--- config.mk ---
export PLATFORM = sky130hd
export DESIGN_NAME = mem_store_forward_buffer_flat
export DESIGN_NICKNAME = d
export VERILOG_FILES = /design/src/rtl/mem_store_forward_buffer_pkg.sv /design/src/rtl/mem_store_forward_buffer_if.sv /design/src/rtl/mem_store_forward_buffer_wb_history_buffer.sv /design/src/rtl/mem_store_forward_buffer.sv /design/src/flat_wrapper.sv
export SDC_FILE = /design/constraint.sdc
export NUM_CORES = 1
export LEC_CHECK = 0
export CAP_MARGIN = 15
export CELL_PAD_IN_SITES_DETAIL_PLACEMENT = 1
export CELL_PAD_IN_SITES_GLOBAL_PLACEMENT = 1
export CORE_ASPECT_RATIO = 0.75
export CORE_UTILIZATION = 37
export CTS_CLUSTER_DIAMETER = 200
export DETAILED_ROUTE_END_ITERATION = 8
export GPL_ROUTABILITY_DRIVEN = 0
export PLACE_DENSITY = 0.86
export SLEW_MARGIN = 10
export SYNTH_ARGS = -nofsm -noshare
export SYNTH_HDL_FRONTEND = slang
export SYNTH_SLANG_ARGS = --single-unit
--- constraint.sdc ---
create_clock -name i_clk -period 3.72 [get_ports i_clk]
set_input_delay 0.93 -clock i_clk [delete_from_list [all_inputs] [get_ports i_clk]]
set_output_delay 0.93 -clock i_clk [all_outputs]
set_load 0.01 [all_outputs]
--- src/rtl/mem_store_forward_buffer_pkg.sv ---
// Shared pipeline-forwarding definitions: default widths, special register
// numbers and the writeback-source encodings used upstream of this block.
package pipe_fwd_pkg;

    localparam int REG_W_DEFAULT  = 5;
    localparam int DATA_W_DEFAULT = 32;

    localparam logic [4:0] ZERO_REG = 5'd0;
    localparam logic [4:0] LINK_REG = 5'd31;

    // Selects the writeback value in MEM/WB; decoded before reaching this block.
    typedef enum logic [1:0] {
        MEM_TO_REG_ALU = 2'b00,
        MEM_TO_REG_MEM = 2'b01,
        MEM_TO_REG_PC4 = 2'b10,
        MEM_TO_REG_ALT = 2'b11
    } mem_to_reg_e;

    function automatic int sel_width(input int depth);
        return $clog2(depth + 1);
    endfunction

endpackage

--- src/rtl/mem_store_forward_buffer_if.sv ---
// Bundles the EX/MEM store operands, the MEM/WB writeback and the forwarding
// results of the store-data forwarding buffer.
interface mem_store_forward_buffer_if
    import pipe_fwd_pkg::*;
#(
    parameter int REG_W  = REG_W_DEFAULT,
    parameter int DATA_W = DATA_W_DEFAULT,
    parameter int DEPTH  = 2,
    parameter int CNT_W  = 16
);
    localparam int SEL_W = sel_width(DEPTH);

    logic              i_flush;
    logic [REG_W-1:0]  i_EX_MEM_Rt;
    logic              i_EX_MEM_mem_write;
    logic [DATA_W-1:0] i_EX_MEM_store_data;
    logic              i_MEM_WB_reg_write;
    logic [REG_W-1:0]  i_MEM_WB_wr_addr;
    logic [DATA_W-1:0] i_MEM_WB_wr_data;
    logic [DATA_W-1:0] o_store_data;
    logic              o_forward;
    logic [SEL_W-1:0]  o_forward_sel;
    logic [CNT_W-1:0]  o_fwd_count;

    modport master (
        output i_flush, i_EX_MEM_Rt, i_EX_MEM_mem_write, i_EX_MEM_store_data,
               i_MEM_WB_reg_write, i_MEM_WB_wr_addr, i_MEM_WB_wr_data,
        input  o_store_data, o_forward, o_forward_sel, o_fwd_count
    );

    modport slave (
        input  i_flush, i_EX_MEM_Rt, i_EX_MEM_mem_write, i_EX_MEM_store_data,
               i_MEM_WB_reg_write, i_MEM_WB_wr_addr, i_MEM_WB_wr_data,
        output o_store_data, o_forward, o_forward_sel, o_fwd_count
    );

endinterface

--- src/rtl/mem_store_forward_buffer_wb_history_buffer.sv ---
// Shift register of the most recent retired register writes. Entry k occupies
// slot k-1 of the flat vectors, so slot 0 always holds the youngest write.
module wb_history_buffer
    import pipe_fwd_pkg::*;
#(
    parameter int REG_W  = REG_W_DEFAULT,
    parameter int DATA_W = DATA_W_DEFAULT,
    parameter int DEPTH  = 2
) (
    input  logic                    clk,
    input  logic                    rst_n,
    input  logic                    flush,
    input  logic                    push,
    input  logic [REG_W-1:0]        push_addr,
    input  logic [DATA_W-1:0]       push_data,
    output logic [DEPTH-1:0]        valid,
    output logic [DEPTH*REG_W-1:0]  addr,
    output logic [DEPTH*DATA_W-1:0] data
);

    // Flush only drops valid bits; stale addr/data are unreachable once invalid.
    always_ff @(posedge clk or negedge rst_n) begin
        if (!rst_n) begin
            valid <= '0;
            addr  <= '0;
            data  <= '0;
        end else if (flush) begin
            valid <= '0;
        end else if (push) begin
            for (int k = DEPTH - 1; k > 0; k--) begin
                valid[k]                  <= valid[k-1];
                addr[k*REG_W +: REG_W]    <= addr[(k-1)*REG_W +: REG_W];
                data[k*DATA_W +: DATA_W]  <= data[(k-1)*DATA_W +: DATA_W];
            end
            valid[0]          <= 1'b1;
            addr[0 +: REG_W]  <= push_addr;
            data[0 +: DATA_W] <= push_data;
        end
    end

endmodule

--- src/rtl/mem_store_forward_buffer.sv ---
// Store-data forwarding for the MEM stage: live WB bypass backed by a short
// history of retired writes, plus a saturating forward-event counter.
module mem_store_forward_buffer
    import pipe_fwd_pkg::*;
#(
    parameter int REG_W  = REG_W_DEFAULT,
    parameter int DATA_W = DATA_W_DEFAULT,
    parameter int DEPTH  = 2,
    parameter int CNT_W  = 16
) (
    input  logic                       i_clk,
    input  logic                       i_rst_n,
    mem_store_forward_buffer_if.slave  bus
);

    localparam int SEL_W = sel_width(DEPTH);

    logic [DEPTH-1:0]        hist_valid;
    logic [DEPTH*REG_W-1:0]  hist_addr;
    logic [DEPTH*DATA_W-1:0] hist_data;

    logic              push;
    logic              store_active;
    logic              live_match;
    logic              forward;
    logic [SEL_W-1:0]  forward_sel;
    logic [DATA_W-1:0] store_data;
    logic [CNT_W-1:0]  fwd_count;

    assign push = bus.i_MEM_WB_reg_write &&
                  (bus.i_MEM_WB_wr_addr != REG_W'(ZERO_REG));

    wb_history_buffer #(
        .REG_W  (REG_W),
        .DATA_W (DATA_W),
        .DEPTH  (DEPTH)
    ) u_history (
        .clk       (i_clk),
        .rst_n     (i_rst_n),
        .flush     (bus.i_flush),
        .push      (push),
        .push_addr (bus.i_MEM_WB_wr_addr),
        .push_data (bus.i_MEM_WB_wr_data),
        .valid     (hist_valid),
        .addr      (hist_addr),
        .data      (hist_data)
    );

    // A nonzero Rt makes the live-path zero-register check implicit.
    assign store_active = bus.i_EX_MEM_mem_write &&
                          (bus.i_EX_MEM_Rt != REG_W'(ZERO_REG));
    assign live_match   = bus.i_MEM_WB_reg_write &&
                          (bus.i_MEM_WB_wr_addr == bus.i_EX_MEM_Rt);

    // Oldest-to-youngest scan so the youngest matching entry is assigned last.
    always_comb begin
        forward     = 1'b0;
        forward_sel = '0;
        store_data  = bus.i_EX_MEM_store_data;
        if (store_active) begin
            if (live_match) begin
                forward    = 1'b1;
                store_data = bus.i_MEM_WB_wr_data;
            end else begin
                for (int k = DEPTH - 1; k >= 0; k--) begin
                    if (hist_valid[k] &&
                        (hist_addr[k*REG_W +: REG_W] == bus.i_EX_MEM_Rt)) begin
                        forward     = 1'b1;
                        forward_sel = SEL_W'(k + 1);
                        store_data  = hist_data[k*DATA_W +: DATA_W];
                    end
                end
            end
        end
    end

    // Flush deliberately leaves the counter alone; only reset clears it.
    always_ff @(posedge i_clk or negedge i_rst_n) begin
        if (!i_rst_n) begin
            fwd_count <= '0;
        end else if (forward && (fwd_count != {CNT_W{1'b1}})) begin
            fwd_count <= fwd_count + CNT_W'(1);
        end
    end

    assign bus.o_store_data  = store_data;
    assign bus.o_forward     = forward;
    assign bus.o_forward_sel = forward_sel;
    assign bus.o_fwd_count   = fwd_count;

endmodule
--- src/flat_wrapper.sv ---
// flat-port wrapper written by rule: the top's interface ports become plain ports
module mem_store_forward_buffer_flat import pipe_fwd_pkg::*;
#(
    parameter int REG_W  = REG_W_DEFAULT,
    parameter int DATA_W = DATA_W_DEFAULT,
    parameter int DEPTH  = 2,
    parameter int CNT_W  = 16
)
  (i_clk, i_rst_n, bus_i_flush, bus_i_EX_MEM_Rt, bus_i_EX_MEM_mem_write, bus_i_EX_MEM_store_data, bus_i_MEM_WB_reg_write, bus_i_MEM_WB_wr_addr, bus_i_MEM_WB_wr_data, bus_o_store_data, bus_o_forward, bus_o_forward_sel, bus_o_fwd_count);
  mem_store_forward_buffer_if #(.REG_W(REG_W), .DATA_W(DATA_W), .DEPTH(DEPTH), .CNT_W(CNT_W)) bus_i ();
  input  logic i_clk;
  input  logic i_rst_n;
  input wire logic [$bits(bus_i.i_flush)-1:0] bus_i_flush;
  input wire logic [$bits(bus_i.i_EX_MEM_Rt)-1:0] bus_i_EX_MEM_Rt;
  input wire logic [$bits(bus_i.i_EX_MEM_mem_write)-1:0] bus_i_EX_MEM_mem_write;
  input wire logic [$bits(bus_i.i_EX_MEM_store_data)-1:0] bus_i_EX_MEM_store_data;
  input wire logic [$bits(bus_i.i_MEM_WB_reg_write)-1:0] bus_i_MEM_WB_reg_write;
  input wire logic [$bits(bus_i.i_MEM_WB_wr_addr)-1:0] bus_i_MEM_WB_wr_addr;
  input wire logic [$bits(bus_i.i_MEM_WB_wr_data)-1:0] bus_i_MEM_WB_wr_data;
  output wire logic [$bits(bus_i.o_store_data)-1:0] bus_o_store_data;
  output wire logic [$bits(bus_i.o_forward)-1:0] bus_o_forward;
  output wire logic [$bits(bus_i.o_forward_sel)-1:0] bus_o_forward_sel;
  output wire logic [$bits(bus_i.o_fwd_count)-1:0] bus_o_fwd_count;
  assign bus_i.i_flush = bus_i_flush;
  assign bus_i.i_EX_MEM_Rt = bus_i_EX_MEM_Rt;
  assign bus_i.i_EX_MEM_mem_write = bus_i_EX_MEM_mem_write;
  assign bus_i.i_EX_MEM_store_data = bus_i_EX_MEM_store_data;
  assign bus_i.i_MEM_WB_reg_write = bus_i_MEM_WB_reg_write;
  assign bus_i.i_MEM_WB_wr_addr = bus_i_MEM_WB_wr_addr;
  assign bus_i.i_MEM_WB_wr_data = bus_i_MEM_WB_wr_data;
  assign bus_o_store_data = bus_i.o_store_data;
  assign bus_o_forward = bus_i.o_forward;
  assign bus_o_forward_sel = bus_i.o_forward_sel;
  assign bus_o_fwd_count = bus_i.o_fwd_count;
  mem_store_forward_buffer #(.REG_W(REG_W), .DATA_W(DATA_W), .DEPTH(DEPTH), .CNT_W(CNT_W)) u_core (.i_clk(i_clk), .i_rst_n(i_rst_n), .bus(bus_i));
endmodule
== Word-level counts from Yosys, hierarchy flattened ==
Cells that the tools add are included.
Storage, ports and cells
  bits in registers: 92
  bits of input ports: 79
  output and inout port bits: 51
  word-level logic and storage cells: 34
Cells by class
  add/subtract/negate cells: 1
  equal/unequal tests: 4
  multiplexer cells: 14
  bitwise operators: 1
  reductions and logical operators: 10
Operators by type and width (number)
  $mux 32: 4
  $add 16x1->16 const B: 1
  $ne 16x16->1 const B: 1
  $eq 5x5->1: 3
  $mux 2: 6
  $reduce_bool 5->1: 2
  $logic_and 1x1->1: 6
  $mux 1: 4
  $reduce_and 2->1: 1
  $reduce_bool 2->1: 1
  $not 1->1: 1

== Logic depth before layout (Yosys ltp) ==
  depth after elaboration: 7
  depth in mapped cells: 9
  gate-level depth less buffers: 6

== Modules after synthesis ==
From an unflattened synthesis, not the netlist that was laid out.
Second synthesis, totals
  cells, all modules: 417
  area total of the unflattened synthesis: 4998.5 sq um
Modules (own cells, without submodules)
  wb_history_buffer: instances 1, cells an instance 163, area each 3143.0 sq um, sequential area each 1901.8 sq um
  mem_store_forward_buffer: instances 1, cells an instance 254, area each 1855.5 sq um, sequential area each 400.4 sq um

== Least setup slack after synthesis ==
OpenSTA, ideal clock, no wires.
  path kind: input port to output port
  from: in bus_i_EX_MEM_Rt[3]
  to: out bus_o_store_data[11]
  arrival: 2.377 ns
  data required time: 2.790 ns
  slack: 0.413 ns
  stages on the path: 8
  path buffers: 2
  cells stage by stage: xor2_1 nor4_1 and3_1 nor2b_1 buf_2 buf_2 a221oi_1 o21ai_0
On the way
  cells in the longest elaborated chain, start to end: 6
  elaborated cells on any way between the ends: 12
  those cells by class: eq/ne: 3; mux: 4; reduce/logical: 5
RTL lines
  start, declared: line flat_wrapper.sv:14  | input wire logic [$bits(bus_i.i_EX_MEM_Rt)-1:0] bus_i_EX_MEM_Rt;
  $eq 5x5->1: line mem_store_forward_buffer.sv:67  | (hist_addr[k*REG_W +: REG_W] == bus.i_EX_MEM_Rt)) begin
  $logic_and 1x1->1: line mem_store_forward_buffer.sv:66  | if (hist_valid[k] &&
  $mux 32 (2 in series): line mem_store_forward_buffer.sv:66
  $mux 32: line mem_store_forward_buffer.sv:61  | if (live_match) begin
  $mux 32 (*): line mem_store_forward_buffer.sv:60  | if (store_active) begin
  end, declared: line flat_wrapper.sv:20  | output wire logic [$bits(bus_i.o_store_data)-1:0] bus_o_store_data;
Every way passes the cells marked *; elsewhere a longest branch is shown, timed or not.

== Final worst setup path ==
  from: in bus_i_EX_MEM_Rt[2]
  to: out bus_o_store_data[31]
The elaborated chain is that of the path after synthesis.

==> results.cfg <==
[worst_setup_path]
worstPathRequired_ns = 2.79
crit_arrival_ns = 2.80
rr_worst_depth = 10
r2r-start = u_core.u_history.addr[0]
endpoint_kind = output pin
critPathLaunchType = input pin
cp_max_fo = 16
rrSetupSlack_ns = 1.28
reg2reg_to = u_core.bus.o_fwd_count[14]
crit_type = in -> out

[global_route]
overflow = 0
antenna_found_initial = 1
grt_busiest_layer = met2
use_met3 = 0.05657
grt_pass1_vias = 4455
track_usage = 0.2434
met2_usage = 0.4371
grt_pass1_wl_um = 24310
use_met1 = 0.2870
grt_max_degree = 93

[synth]
synth_area_leaders = dfrtp_1 49%, mux2_2 13%, o21ai_0 6.4%, a221oi_1 6.0%, mux2_1 5.0%
yosys.area.top_type_share = 0.4913
synth_warnings = 0
synth_edf_count = 0
syn_avg_cell_area_um2 = 11.21
synth_most_common_cell = dfrtp_1
synth_cells = 418
ys_seq_elements = 92
yosysTopAreaCell = dfrtp_1
yosysSeqAreaShare = 0.4913
synth-async-reset-ratio = 1.000
synth_common_cells = 92 x dfrtp_1, 60 x o21ai_0, 54 x mux2_2, 34 x nand2_1, 32 x a221oi_1
ys.flop_type = dfrtp_1
synth_area_mm2 = 0.004686
synth_cell_types = 33
synth_fp_nets = 498

[routing]
drc = 0
dr.first_iter.drc_count = 217
avgViaCountPerCell = 5.594
ant_nets = 0
routed_wl_um = 16270
wl_per_cell_um = 21.93
via_count = 4151
drtPass1Iterations = 4

[clock_network]
cts.sinks = 92
clkLatencyLatePin_ns = 0.35
holdBufCountCts = 0
cts_buffers = 9
tritoncts = done
cts-root-buf = clkbuf_16
h-tree-depth = 3
clk_pin_slew_ns = 0.06
clockBufferDepth = 2

[power]
peakVddDrop_mv = 0.2551
cellPowerDensity_mw_per_mm2 = 411.7
p_leak_nw = 2.934

[timing]
final.setup_skew_ns = 0.01276
worst_pin_slew_ns = 0.8383
fin_ws_ns = -0.01472
setup_viol = 2
post-route-period-util = 1.004
hold_viol = 0
relSlewSlack = 0.4411
fmax_mhz = 267.8
drv_slew = 0
finalHoldWorstSlack_ns = 0.5109
period_minus_slack_ns = 3.735

[hold_path]
min_to = u_core.bus.o_fwd_count[15]
hold_class = reg -> reg
min-delay-start = u_core.bus.o_fwd_count[15]
worstHoldPathCells = 1

[floorplan]
dieHeight_um = 99.46
dieArea_mm2 = 0.01312
die_x_um = 131.9
placementRows = 35
start_util = 0.3808
io-pin-count = 130
core_mm2 = 0.01231

[place]
port_buffers = 129
dpl.hpwl_um = 10000

[outcome]
violations = setup timing
status = complete, but fails checks

[layout]
fin_nets = 650
fin_util = 0.5724
layout-drive-gt1-share = 0.3270
area_growth_pct = 50.33

[flow_run]
maxCapViolations = 0
## per-stage QoR
step | instance area [um2] | cells | setup TNS [ns] | power (mW) | setup slack, ns
finish | 7044 | 742 | -0.01986 | 2.900 | -0.01472
global route | 7044 | 742 | -0.7912 | 3.019 | -0.08116
global placement | 6370 | 706 | -19.70 | 1.800 | -0.6155
detailed placement | 6370 | 706 | -24.89 | 1.856 | -0.7828
CTS | 6907 | 741 | -0.06032 | 2.838 | -0.02042
floorplan | 4686 | 418 | 0 | 1.559 | 0.4129
## registers in the layout, indices dropped and copies added, names as in the netlist
register / count
u_core.u_history.addr: 10
u_core.bus.o_fwd_count: 16
u_core.u_history.data: 64
u_core.u_history.valid: 2
## report_power, final
part	internal [mW]	switching (mW)	total (mW)
sequential	1.18	0.171	1.35
combinational	0.329	0.243	0.572
clock	0.589	0.390	0.979
## worst max-delay path, stage by stage
cell and delay (ns):
buf_4 0.15, xor2_2 0.19, nor4_2 0.31, and3_4 0.25
nor2b_4 0.18, buf_12 0.12, buf_16 0.15, a221oi_1 0.10
o21ai_0 0.17, clkdlybuf4s15_2 0.24
## final cells by class
cell class / count / area, um2
diodes: 1 / 2.502
clock buffers: 10 / 229.0
clock inverters: 6 / 88.84
fillers: 1255 / 5261
inverters: 3 / 11.26
multi-input cells: 291 / 2447
flip-flops and latches: 92 / 2302
well taps: 166 / 207.7
repair buffers: 173 / 1755
## routing by layer
| metal | vias to the layer above | wire (um) | share of wire |
|---|---|---|---|
| met2 | 169 | 8419 | 0.52 |
| met3 | 33 | 872 | 0.054 |
| met5 | - | 0 | 0 |
| met4 | 0 | 564 | 0.035 |
| li1 | 1840 | - | - |
| met1 | 2109 | 6417 | 0.39 |
## cell families after synthesis
logic type	after synthesis	share of synthesized area
flops	92	0.4913
buf+inv	35	0.04085
compound gates	103	0.1410
fa+ha+maj	1	0.002670
simple gates	83	0.08972
xor+xnor	29	0.05421
mux	75	0.1802
## worst max-delay path by stage
stage	cells after the start	to	startpoint
final	10	bus_o_store_data[31]	bus_i_EX_MEM_Rt[2]
after global routing	10	bus_o_store_data[31]	bus_i_EX_MEM_Rt[2]
after CTS	9	bus_o_store_data[18]	bus_i_EX_MEM_Rt[3]
after detailed placement	10	bus_o_store_data[18]	bus_i_EX_MEM_Rt[2]
after global placement	9	bus_o_store_data[10]	bus_i_EX_MEM_Rt[2]
after floorplan	8	bus_o_store_data[11]	bus_i_EX_MEM_Rt[3]
## cell usage in the layout (no fill, tap or decap), drive strengths merged, types with 3 or more instances in the layout
master and instances:
a221oi 32, dlygate4sd2 6, clkdlybuf4s50 83, inv 3, nor2 8, o21ai 65, nand3 13, buf 73
xnor2 20, clkbuf 14, mux2 75, dfrtp 92, and3 9, xor2 9, nand4 8, nand2 34
clkdlybuf4s15 7
## timing repair
item,CTS,global route
gates cloned,3,0
resized for setup,175,54
pin swaps,11,11
endpoints found under the setup margin,35,35
setup buffers,16,1
Power figures use the tool's default switching activity.
==> RTL edit: new RTL, same settings <==
The package constant `ZERO_REG` goes from 5'd0 to 5'd1.
--- a/src/rtl/mem_store_forward_buffer_pkg.sv
+++ b/src/rtl/mem_store_forward_buffer_pkg.sv
@@ -7,3 +7,3 @@
 
-    localparam logic [4:0] ZERO_REG = 5'd0;
+    localparam logic [4:0] ZERO_REG = 5'd1;
     localparam logic [4:0] LINK_REG = 5'd31;
Formal check against the unedited RTL: not equivalent (Yosys sat finds a counterexample within 4 cycles, from zero or initial values and one cycle with i_rst_n low).
==> RTL edit against the original RTL <==
- the run still ends with setup timing left
- worst setup slack lost 0.017 ns
- register-to-register slack got worse by 0.11 ns
- utilization is 2.9 points higher
- sequential share of layout area decreased by 0.41 points
- first-iteration DRC count decreased by 29%
- sequential cell count unchanged
- area after synthesis down 1.4%
- critical path depth grew 1
- synthesized cell count shrank 0.48%
- critical path type unchanged
- design area rose by 1.3%
- via count decreased by 0.39%
- clock skew decreased by 0.0058 ns
- power down 2.0%
- wire length up 4.9%
==> RTL edit: results (changes against the original RTL) <==
| Metric | Value |
|---|---|
| Maximum number of pins on one net before global-route repair | 59 (-37%) |
| Vias in the first global route | 4485 (+0.67%) |
| Routed met3 length | 745 um (-15%) |
| DRC marker count from the first detailed-route iteration | 154 (-29%) |
| Detailed-route vias per instance | 5.55 (-0.79%) |
| Max transition margin | 0.492 (+0.0505) |
| GR Util All Layers | 0.259 (+0.0156) |
| RR Endpoint | u_core.bus.o_fwd_count[5] |
| Power dissipated by switching net loads | 867 uW (+7.8%) |
| Final HPWL from detailed placement | 10.0 mm (about the same) |
| First-pass GRT wire length | 24.8 mm (+2.1%) |
| Global routing met3 resource utilization | 0.0630 (+0.00640) |
| Clock skew after layout | 0.00691 ns (-0.00585 ns) |
| Status | finished, violations left |
| Synth async-reset ratio | 1.00 (unchanged) |
| R2R Path Start | u_core.u_history.addr[2] |
| Sum of routed wire length over all layers | 17.1 mm (+4.9%) |
| Number of port buffers | 129 (unchanged) |
| Sequential-to-total area share from yosys stat | 0.498 (+0.00678) |
| Path type of the worst min-delay path | flip-flop to flip-flop |
| Placed Instance Area | 6310 sq um (-0.86%) |
| Number of optimization iterations in the first detailed-route pass | 5 (+1) |
| Worst setup slack after layout | -0.0314 ns (-0.0167 ns) |
| Cells taking the most area after synthesis | dfrtp_1, mux2_2, o21ai_0 |
| LEAKAGE | 0.00303 uW (+3.4%) |
| Share of cells above drive strength 1 | 0.384 (+0.0573) |
| Maximum fanout count along the critical path | 7 (-9) |
| Met2 Track Usage GR | 0.434 (-0.00326) |
| Initial antenna violation count | 0 (-1) |
| Number of nets in the synthesized netlist | 496 (-0.40%) |
| Startpoint of the worst hold path | u_core.bus.o_fwd_count[10] |
| Depth of the most critical reg-to-reg path | 9 (-1) |
| Slowest cell on crit path | and3_4 |
| Ranking of synthesized cells by instance count | dfrtp_1, mux2_2, o21ai_0 |
| Arrival time at the worst endpoint | 2.82 ns (+0.02 ns) |
| Violated checks | setup timing |
| Clock insertion delay at the later pin of the skew report | 0.36 ns |
| Maximum resistive drop on vdd | 0.315 mV (+24%) |
| Routed wl met2 | 8.62 mm (+2.4%) |
| Max stage delay on crit path | 0.27 ns (-0.04 ns) |
| Top register by number of flip-flops | u_core.u_history.data |
| Worst reg2reg setup slack | 1.17 ns (-0.11 ns) |
| Total Nets Final | 658 (+1.2%) |
| Setup violation total in the final timing report | 2 (unchanged) |
| Most used DFF post-synth | dfrtp_1 |
| Worst Setup EP | bus_o_store_data[0] |
| Antenna diode instance count | 0 (-1) |
| Global routing usage on met1 | 0.327 (+0.0399) |
| Post-place setup slack | -0.819 ns (-0.0362 ns) |
| Met1 layer wirelength in the final routing | 7.32 mm (+14%) |
| Largest register FFs | 64 (unchanged) |
## RTL edit: cell types whose count changed after synthesis, moves of 4 or more
cell | unedited run | this run
nor3_1 | 0 | 4
nand3_1 | 12 | 6
mux2_1 | 21 | 0
nand4_1 | 8 | 3
mux2_2 | 54 | 76
xnor2_1 | 20 | 7
nand2_1 | 34 | 40
xor2_1 | 9 | 20
buf_2 | 9 | 13
buf_4 | 7 | 1
## RTL edit: layout make-up
cell class	instances	area, sq um
fill	1199	4740
multi-input combinational	290	2530
sequential	92	2300
timing repair buffer	181	1800
clock buffer	9	225
tap	162	203
clock inverter	7	57.6
inverter	4	15.0
## RTL edit: what timing repair did
action	in CTS	in global routing
buffers inserted	14	2
pin swaps	18	12
gates cloned	4	4
resized for setup	220	49
endpoints found under the setup margin	35	34
## RTL edit: cells by family after synthesis
logic type,Yosys count,share of synthesized area
adder cells (fa/ha/maj),1,0.00271
flip-flops,92,0.498
AO/OA/AOI/OAI,101,0.140
buffers and inverters,34,0.0319
AND/OR/NAND/NOR,83,0.0864
XOR/XNOR,27,0.0512
multiplexers,78,0.189
## RTL edit: worst min-delay path by stage
stage	endpoint	slack [ns]	cells past startpoint
after CTS	u_core.u_history.data[58]	0.52	1
after floorplan	u_core.u_history.valid[1]	0.48	2
after global placement	u_core.bus.o_fwd_count[10]	0.48	1
after global routing	u_core.bus.o_fwd_count[6]	0.53	1
final	u_core.bus.o_fwd_count[10]	0.51	1
after detailed placement	u_core.u_history.data[38]	0.50	1
## RTL edit: per-stage QoR
stage	TNS (ns)	instances	power (uW)
after floorplan	0	416	1560
after global placement	-21.45	708	1810
after detailed placement	-25.78	708	1860
after CTS	-0.0169	742	2770
after global routing	-0.890	745	2950
final	-0.0487	745	2840
